--- src/rtl/prog_loader_pkg.sv ---
// Shared definitions for the program loader and the benches that drive it:
// controller state encoding, default bus widths shared with the microcode
// sequencer, and the sequencer control-field encoding for HALT.
package prog_loader_pkg;

  typedef enum logic [2:0] {
    ST_IDLE = 3'd0,
    ST_LOAD = 3'd1,
    ST_ARM  = 3'd2,
    ST_WLOW = 3'd3,
    ST_RUN  = 3'd4
  } state_e;

  localparam int ADDR_W_DEF = 8;
  localparam int DATA_W_DEF = 16;

  // Sequencer ctl_c field value that stops execution.
  localparam logic [1:0] CTL_HALT = 2'b10;

endpackage

--- src/rtl/prog_loader_if.sv ---
// Valid/ready stream carrying microinstructions from the host into the loader.
interface prog_loader_if
  import prog_loader_pkg::*;
#(
  parameter int DATA_W = DATA_W_DEF
);
  logic              s_valid;
  logic [DATA_W-1:0] s_data;
  logic              s_ready;

  modport master (output s_valid, output s_data, input s_ready);
  modport slave  (input s_valid, input s_data, output s_ready);
endinterface

--- src/rtl/prog_wdt.sv ---
// Run watchdog: counts while the sequencer is expected to be running and
// reports expiry once the counter saturates at all-ones.
module prog_wdt #(
  parameter int WDT_W = 16
) (
  input  logic clk,
  input  logic rst,
  input  logic i_clr,
  input  logic i_en,
  output logic o_expired
);

  logic [WDT_W-1:0] r_cnt;

  assign o_expired = &r_cnt;

  // Clear on request, otherwise count up and hold at the saturation value.
  always_ff @(posedge clk) begin
    if (rst || i_clr) begin
      r_cnt <= '0;
    end else if (i_en && !o_expired) begin
      r_cnt <= r_cnt + 1'b1;
    end
  end

endmodule

--- src/rtl/prog_loader.sv ---
// Program loader: streams microinstructions into the sequencer program ROM,
// optionally launches the sequencer and tracks it until HALT.
// Optional watchdog on the run phase: define PROG_LOADER_WDT_EN.
module prog_loader
  import prog_loader_pkg::*;
#(
  parameter int ADDR_W = ADDR_W_DEF,
  parameter int DATA_W = DATA_W_DEF,
  parameter int WDT_W  = 16
) (
  input  logic              clk,
  input  logic              rst,
  input  logic              i_load_req,
  input  logic [ADDR_W:0]   i_load_len,
  input  logic              i_run_req,
  prog_loader_if.slave      s_if,
  output logic              o_rom_we,
  output logic [ADDR_W-1:0] o_rom_waddr,
  output logic [DATA_W-1:0] o_rom_wdata,
  output logic              o_seq_start,
  input  logic              i_seq_ready,
  output logic              o_busy,
  output logic              o_done,
  output logic              o_err_cmd,
  output logic              o_err_wdt
);

  localparam logic [ADDR_W:0] DEPTH   = {1'b1, {ADDR_W{1'b0}}};
  localparam logic [ADDR_W:0] CNT_ONE = {{ADDR_W{1'b0}}, 1'b1};

  state_e            r_state, w_state_nxt;
  logic [ADDR_W:0]   r_len, r_cnt;
  logic              r_auto;
  logic              r_we, r_done, r_err_cmd, r_err_wdt;
  logic [ADDR_W-1:0] r_waddr;
  logic [DATA_W-1:0] r_wdata;

  logic              w_s_ready, w_hs, w_len_ok, w_accept_load;
  logic              w_done, w_err_cmd, w_wdt_hit, w_wdt_exp;
  logic [ADDR_W:0]   w_cnt_inc;

  // Ready is withheld once all words are in, so an auto-run load spends one
  // drain cycle in LOAD while the final write lands before ARM.
  assign w_s_ready   = (r_state == ST_LOAD) && (r_cnt != r_len);
  assign w_hs        = s_if.s_valid && w_s_ready;
  assign w_cnt_inc   = r_cnt + CNT_ONE;
  assign w_len_ok    = (i_load_len != '0) && (i_load_len <= DEPTH);

  assign s_if.s_ready = w_s_ready;
  assign o_rom_we     = r_we;
  assign o_rom_waddr  = r_waddr;
  assign o_rom_wdata  = r_wdata;
  assign o_seq_start  = (r_state == ST_ARM);
  assign o_busy       = (r_state != ST_IDLE);
  assign o_done       = r_done;
  assign o_err_cmd    = r_err_cmd;
  assign o_err_wdt    = r_err_wdt;

`ifdef PROG_LOADER_WDT_EN
  prog_wdt #(.WDT_W(WDT_W)) u_wdt (
    .clk       (clk),
    .rst       (rst),
    .i_clr     (r_state == ST_ARM),
    .i_en      ((r_state == ST_WLOW) || (r_state == ST_RUN)),
    .o_expired (w_wdt_exp)
  );
`else
  // No watchdog: the run phase never times out.
  assign w_wdt_exp = (WDT_W < 1);
`endif

  // Next-state and single-cycle event decode.
  always_comb begin
    w_state_nxt   = r_state;
    w_accept_load = 1'b0;
    w_done        = 1'b0;
    w_err_cmd     = 1'b0;
    w_wdt_hit     = 1'b0;
    case (r_state)
      ST_IDLE: begin
        if (i_load_req || i_run_req) begin
          if (!i_seq_ready) begin
            w_err_cmd = 1'b1;
          end else if (i_load_req) begin
            if (w_len_ok) begin
              w_accept_load = 1'b1;
              w_state_nxt   = ST_LOAD;
            end else begin
              w_err_cmd = 1'b1;
            end
          end else begin
            w_state_nxt = ST_ARM;
          end
        end
      end
      ST_LOAD: begin
        if (r_cnt == r_len) begin
          w_state_nxt = ST_ARM;
        end else if (w_hs && (w_cnt_inc == r_len) && !r_auto) begin
          w_done      = 1'b1;
          w_state_nxt = ST_IDLE;
        end
      end
      ST_ARM: begin
        w_state_nxt = ST_WLOW;
      end
      ST_WLOW: begin
        if (w_wdt_exp) begin
          w_wdt_hit   = 1'b1;
          w_state_nxt = ST_IDLE;
        end else if (!i_seq_ready) begin
          w_state_nxt = ST_RUN;
        end
      end
      ST_RUN: begin
        if (w_wdt_exp) begin
          w_wdt_hit   = 1'b1;
          w_state_nxt = ST_IDLE;
        end else if (i_seq_ready) begin
          w_done      = 1'b1;
          w_state_nxt = ST_IDLE;
        end
      end
      default: begin
        w_state_nxt = ST_IDLE;
      end
    endcase
  end

  // State register and status pulses/flags.
  always_ff @(posedge clk) begin
    if (rst) begin
      r_state   <= ST_IDLE;
      r_done    <= 1'b0;
      r_err_cmd <= 1'b0;
      r_err_wdt <= 1'b0;
    end else begin
      r_state   <= w_state_nxt;
      r_done    <= w_done;
      r_err_cmd <= w_err_cmd;
      if (w_wdt_hit) begin
        r_err_wdt <= 1'b1;
      end
    end
  end

  // Load bookkeeping: length, auto-run flag and the write-address counter.
  always_ff @(posedge clk) begin
    if (rst) begin
      r_len  <= '0;
      r_cnt  <= '0;
      r_auto <= 1'b0;
    end else if (w_accept_load) begin
      r_len  <= i_load_len;
      r_cnt  <= '0;
      r_auto <= i_run_req;
    end else if (w_hs) begin
      r_cnt  <= w_cnt_inc;
    end
  end

  // Registered ROM write port: one write per accepted stream word.
  always_ff @(posedge clk) begin
    if (rst) begin
      r_we    <= 1'b0;
      r_waddr <= '0;
      r_wdata <= '0;
    end else begin
      r_we <= w_hs;
      if (w_hs) begin
        r_waddr <= r_cnt[ADDR_W-1:0];
        r_wdata <= s_if.s_data;
      end
    end
  end

endmodule

--- src/flat_wrapper.sv ---
// flat-port wrapper written by rule: the top's interface ports become plain ports
module prog_loader_flat import prog_loader_pkg::*;
#(
  parameter int ADDR_W = ADDR_W_DEF,
  parameter int DATA_W = DATA_W_DEF,
  parameter int WDT_W  = 16
)
  (clk, rst, i_load_req, i_load_len, i_run_req, o_rom_we, o_rom_waddr, o_rom_wdata, o_seq_start, i_seq_ready, o_busy, o_done, o_err_cmd, o_err_wdt, s_if_s_valid, s_if_s_data, s_if_s_ready);
  prog_loader_if #(.DATA_W(DATA_W)) s_if_i ();
  input  logic clk;
  input  logic rst;
  input  logic i_load_req;
  input  logic [ADDR_W:0] i_load_len;
  input  logic i_run_req;
  output logic o_rom_we;
  output logic [ADDR_W-1:0] o_rom_waddr;
  output logic [DATA_W-1:0] o_rom_wdata;
  output logic o_seq_start;
  input  logic i_seq_ready;
  output logic o_busy;
  output logic o_done;
  output logic o_err_cmd;
  output logic o_err_wdt;
  input wire logic [$bits(s_if_i.s_valid)-1:0] s_if_s_valid;
  input wire logic [$bits(s_if_i.s_data)-1:0] s_if_s_data;
  output wire logic [$bits(s_if_i.s_ready)-1:0] s_if_s_ready;
  assign s_if_i.s_valid = s_if_s_valid;
  assign s_if_i.s_data = s_if_s_data;
  assign s_if_s_ready = s_if_i.s_ready;
  prog_loader #(.ADDR_W(ADDR_W), .DATA_W(DATA_W), .WDT_W(WDT_W)) u_core (.clk(clk), .rst(rst), .i_load_req(i_load_req), .i_load_len(i_load_len), .i_run_req(i_run_req), .s_if(s_if_i), .o_rom_we(o_rom_we), .o_rom_waddr(o_rom_waddr), .o_rom_wdata(o_rom_wdata), .o_seq_start(o_seq_start), .i_seq_ready(i_seq_ready), .o_busy(o_busy), .o_done(o_done), .o_err_cmd(o_err_cmd), .o_err_wdt(o_err_wdt));
endmodule
--- config.mk ---
export PLATFORM = sky130hd
export DESIGN_NAME = prog_loader_flat
export DESIGN_NICKNAME = d
export VERILOG_FILES = /design/src/rtl/prog_loader_pkg.sv /design/src/rtl/prog_loader_if.sv /design/src/rtl/prog_wdt.sv /design/src/rtl/prog_loader.sv /design/src/flat_wrapper.sv
export SDC_FILE = /design/constraint.sdc
export NUM_CORES = 1
export LEC_CHECK = 0
export ABC_AREA = 1
export CAP_MARGIN = 20
export CORE_MARGIN = 5
export CORE_UTILIZATION = 44
export CTS_BUF_LIST = sky130_fd_sc_hd__clkbuf_16
export DETAILED_ROUTE_END_ITERATION = 10
export GPL_TIMING_DRIVEN = 0
export PLACE_DENSITY = 0.77
export SLEW_MARGIN = 20
export SYNTH_ARGS = -nofsm -noshare
export SYNTH_HDL_FRONTEND = slang
export SYNTH_SLANG_ARGS = --single-unit
--- constraint.sdc ---
create_clock -name clk -period 2.1 [get_ports clk]
set_clock_uncertainty 0.1 [all_clocks]
set_input_delay 0.315 -clock clk [delete_from_list [all_inputs] [get_ports clk]]
set_output_delay 0.315 -clock clk [all_outputs]
set_load 0.02 [all_outputs]
* Word-level counts from Yosys, hierarchy flattened *
Cells that the tools add are included.

cells by class
  add/subtract/negate cells = 1
  multiplexer cells = 21
  $lt $le $gt $ge = 1
  reduce and logical (&&, ||, !) cells = 13
  bitwise gates (word level) = 2
  equal/unequal tests = 13

operators with widths
  kind                                                             number
  3-bit 2-to-1 mux                                                 8
  9-bit == test                                                    2
  3-bit one-hot mux with 5 select lines                            1
  1-bit 2-to-1 mux                                                 11
  9-bit by 1-bit adder with 9-bit output, second input constant    1
  9-bit less-or-equal comparator, second input constant            1
  9-bit != test                                                    1
  9-bit nonzero test                                               1
  3-bit by 2-bit == test with 1-bit output, second input constant  2
  2-bit != test, second input constant                             3
  6-bit AND reduction                                              1
  1-bit logical AND                                                5
  3-bit by 1-bit == test with 1-bit output, second input constant  1
  3-bit == test, second input constant                             1
  3-bit zero test                                                  1
  3-bit by 2-bit != test with 1-bit output, second input constant  1
  3-bit != test, second input constant                             1
  3-bit nonzero test                                               1
  3-bit OR reduction                                               1
  2-bit by 1-bit != test with 1-bit output, second input constant  1
  1-bit NOT                                                        2
  1-bit one-hot mux with 2 select lines                            1
  2-bit OR reduction                                               1
  1-bit zero test                                                  1
  1-bit logical OR                                                 1

word-level totals
  flip-flop bits (word level) = 49
  output and inout port bits = 31
  input bits = 31
  logic and storage cells = 60

* Logic depth before layout (Yosys ltp) *
  depth after elaboration = 8
  gate-level depth with buffers = 14
  mapped depth without buffers = 13

* Least setup slack after synthesis *
Ideal clock, no wire load.

  path type = reg-to-reg
  start = register u_core.r_cnt[1]
  end = register u_core.r_state[0]
  required time = 1,885 ps
  data arrival time = 1,605 ps
  clock period less this slack = 1,820 ps
  path slack = 280 ps
  cell stages (with the launch flop) = 13
  library setup time = 115 ps
  buffers on the path = 0
  cell sequence = dfxtp_1 ha_1 nand3_2 nor2_4 nand3_1 nand3_1 nand2_1 nor2_1 nand3_4 nand2_4 nand3_1 nand2_1 nor2_1

on the way
  longest elaborated chain between the ends = 7
  elaborated cells between the ends (all ways) = 12
  classes of those cells = add/sub (1); eq/ne (4); mux (2); reduce/logical (5)

ends and longest elaborated chain
  element                                                                                         RTL line            RTL
  from (decl)                                                                                     prog_loader.sv:32   logic [ADDR_W:0] r_len, r_cnt;
  from (signal assigned)                                                                          prog_loader.sv:158  r_cnt <= w_cnt_inc;
  parallel branches: the longest is 7 deep, another holds 9-bit by 1-bit adder with 9-bit output  --
  to (signal assigned)                                                                            prog_loader.sv:138  r_state <= w_state_nxt;
  to (decl)                                                                                       prog_loader.sv:31   state_e r_state, w_state_nxt;

Several ways; the timed one is not identified.
A chain may end at the register's enable or synchronous reset.

* Worst setup path after layout *
  start = register u_core.r_cnt[6]
  end = output s_if_s_ready

on the way
  longest elaborated chain between the ends = 2

ends and longest elaborated chain
  element            RTL line            RTL
  9-bit != test      prog_loader.sv:44   assign w_s_ready = (r_state == ST_LOAD) && (r_cnt != r_len);
  1-bit logical AND  prog_loader.sv:44
  to (decl)          flat_wrapper.sv:26  output wire logic [$bits(s_if_i.s_ready)-1:0] s_if_s_ready;

No other way between the ends.

==> run summary <==
Status -> finished, final reports clean
Largest family of logic cells by synthesized area -> simple AND/OR/NAND/NOR gates
Final period util -> 93.9%
RD Place Congestion -> 0.815
H-tree levels -> 2
Row Count -> 26
Starting Density -> 45.6%
Total congestion overflow -> 0
Mux contribution to synthesized area -> 0%
Post-synth net total -> 374
Max Freq -> 0.507 GHz
CTS max path bufs -> 2
Worst setup slack after placement -> -0.163 ns
CP required -> 1.68 ns
Synth warnings -> 0
Global-route wire length before repair -> 10300 um
Post-Syn Area -> 0.00234 mm^2
Lkg Pwr -> 0.00138 uW
Area growth, synth to finish -> 35.8%
Worst vdd ir -> 0.000735 V
Synth Area in Adders -> 0.534%
Die footprint -> 0.00689 mm^2
Post-Synth XOR/XNOR Area -> 2.24%
Die Wd -> 83 um
Pin count of the biggest net entering global routing -> 15
Clock power frac -> 25.1%
Post-route DRC -> 0
DR WL/cell -> 12.5 um
Critical Path Fanout Max -> 6
Unrepaired setup endpoints after global routing -> no
Part of the power in combinational logic -> 37.2%
Root Buffer Master -> clkbuf_16
First-pass DRT Iterations -> 4
IO Pins -> 62
Initial antenna violation count -> 0
Critical path class -> flop to output pin
Internal power -> 1970 uW
TritonCTS clock tree -> yes
Post-synthesis sequential area ratio -> 41.8%
Clock sink count -> 49
Netlist cell types -> 28
Iteration-0 DRC Markers -> 162
Design area -> 0.00318 mm^2
Core area -> 0.00514 mm^2
Hold slack -> 0.344 ns
Multi-input gate area -> 0.00116 mm^2
Post-CTS setup buffer count -> 0
Fillers -> 514
Synth Area in Compound Gates -> 14.6%
Mean Syn Cell Area -> 6.86 um^2
P_sw -> 1090 uW
Placed cell area -> 0.00302 mm^2
Via count -> 2359
CTS clk-pin slew, worst paths -> 0.06 ns
Final WL -> 5980 um
Max_cap viols -> 0
Total Routing Usage GR -> 17.7%
Endpoints failing setup -> 0
Commonest non-fill, non-tap cell in the layout -> nand2_1
Critical Path End Type -> output pin
Vias in the first global route -> 2371
Pwr Density -> 963 mW/mm^2
Final Hold Fails -> 0
Placed Cells -> 471
Switch share -> 35.7%
Cts hold-fix bufs -> 0
Hold crit path type -> input port to flop
Clk_lat worst skew -> 0.29 ns
Vias per cell -> 4.92
Cells after synthesis -> 342
Layout Cells excl Fill -> 479
Final ANT Viol Nets -> 0
Layout cells sized above 1 -> 9.78%
I/O Buffers -> 59
Register area -> 988 um^2
Setup_tns -> 0 ns
Nets -> 440
Simple-gate share of the synthesized area -> 31.1%
DP Wirelength -> 4510 um
Most frequent cells in the layout -> nand2_1, nor2_1, clkdlybuf4s50_1
Pins over their slew limit -> 0
Antenna cells -> 0
Die Height -> 83 um
Critical path arrival -> 1.56 ns
Seq pwr share -> 37.6%
Crit path time final -> 1.97 ns
CTS Buf Count -> 5
Cts repair resizes -> 8
CP Launch Type -> flop
Worst Setup Slack, final -> 0.128 ns
#FFs+latches synth -> 49
[cells in the mapped netlist]
cell type,instances,area [um^2]
nand2_1,72,270
inv_2,2,7.51
nor3_1,3,15.0
xor2_1,6,52.6
nand3_2,2,20.0
nor3_2,1,10.0
nand3_4,1,17.5
buf_6,2,22.5
nor2_4,2,22.5
buf_4,4,30.0
inv_1,34,128
dfxtp_1,49,981
nand3_1,21,105
ha_1,1,12.5
clkbuf_1,4,15.0
or2_2,1,6.26
nor2_1,60,225
conb_1,1,3.75
o211a_1,1,10.0
o31ai_1,1,7.51
nand4_1,1,6.26
clkbuf_2,1,5.00
nand3b_1,1,7.51
buf_2,3,15.0
nand2_2,2,12.5
nand2_4,1,11.3
o21ai_0,36,180
a21oi_1,29,145
[sequential cells by signal, summed over array words and instances (netlist names)]
register	cells
u_core.o_rom_we	1
u_core.r_cnt	9
u_core.r_auto	1
u_core.r_len	9
u_core.o_rom_waddr	8
u_core.o_rom_wdata	16
u_core.r_state	3
u_core.o_err_cmd	1
u_core.o_done	1
[final cells by class]
class / count / share of cell area, %
multi-input cells: 243 / 36.3
plain buffers: 14 / 2.83
inverters: 36 / 4.25
clock buffers: 5 / 3.93
clock inverters: 3 / 0.393
flip-flops and latches: 49 / 31.1
well taps: 70 / 2.75
repair buffers: 59 / 18.5
[worst max-delay path: stages (launching register included)]
cell	delay (ns)
dfxtp_2	0.35
inv_1	0.10
nand2_1	0.06
nand2_1	0.10
nand2_1	0.08
nor2_2	0.13
nand3_2	0.09
nand2_2	0.10
inv_1	0.09
buf_2	0.17
[metrics by stage]
step                      total power [uW]  utilization, %
after floorplan                       1890               -
after global placement                2290            58.8
after detailed placement              2310            58.8
after CTS                             3080            61.6
after global routing                  3250            61.9
final                                 3070            61.9
[final timing paths]
| path | start | end | slack (ns) | cells after the start |
|---|---|---|---|---|
| worst max-delay path | u_core.r_cnt[6] | s_if_s_ready | 0.13 | 9 |
| worst min-delay path | rst | u_core.o_rom_we | 0.34 | 2 |
| worst max register to register | u_core.r_cnt[0] | u_core.r_state[0] | 0.18 | 12 |
| worst min register to register | u_core.o_rom_waddr[1] | u_core.o_rom_waddr[1] | 0.37 | 2 |
[per-layer routing]
| layer | part of all wire, % | wire length (um) | track usage [%] | vias up |
|---|---|---|---|---|
| li1 | - | - | - | 1215 |
| met1 | 42 | 2480 | 19.9 | 1073 |
| met2 | 49 | 2960 | 31.5 | 63 |
| met3 | 7.6 | 452 | 5.94 | 8 |
| met4 | 1.4 | 86 | 5.35 | 0 |
| met5 | 0 | 0 | 0 | - |
[cells by family (layout without fill, tap and decap cells)]
| group | count (synthesis) | in the layout |
|---|---|---|
| other | 1 | 1 |
| adders and majority gates | 1 | 1 |
| buffers and inverters | 50 | 117 |
| AOI/OAI and AO/OA | 67 | 67 |
| and+or+nand+nor | 168 | 168 |
| DFF | 49 | 49 |
| xor gates and xnor gates | 6 | 6 |
[power groups by stage]
stage               Clock [uW]  Sequential, uW  Combinational [uW]
floorplan                    0            1250                 640
global placement             0            1160                1120
detailed placement           0            1170                1140
CTS                        780            1150                1150
global route               809            1170                1270
finish                     771            1150                1140
Note: power is estimated with default switching activity, not from simulation.
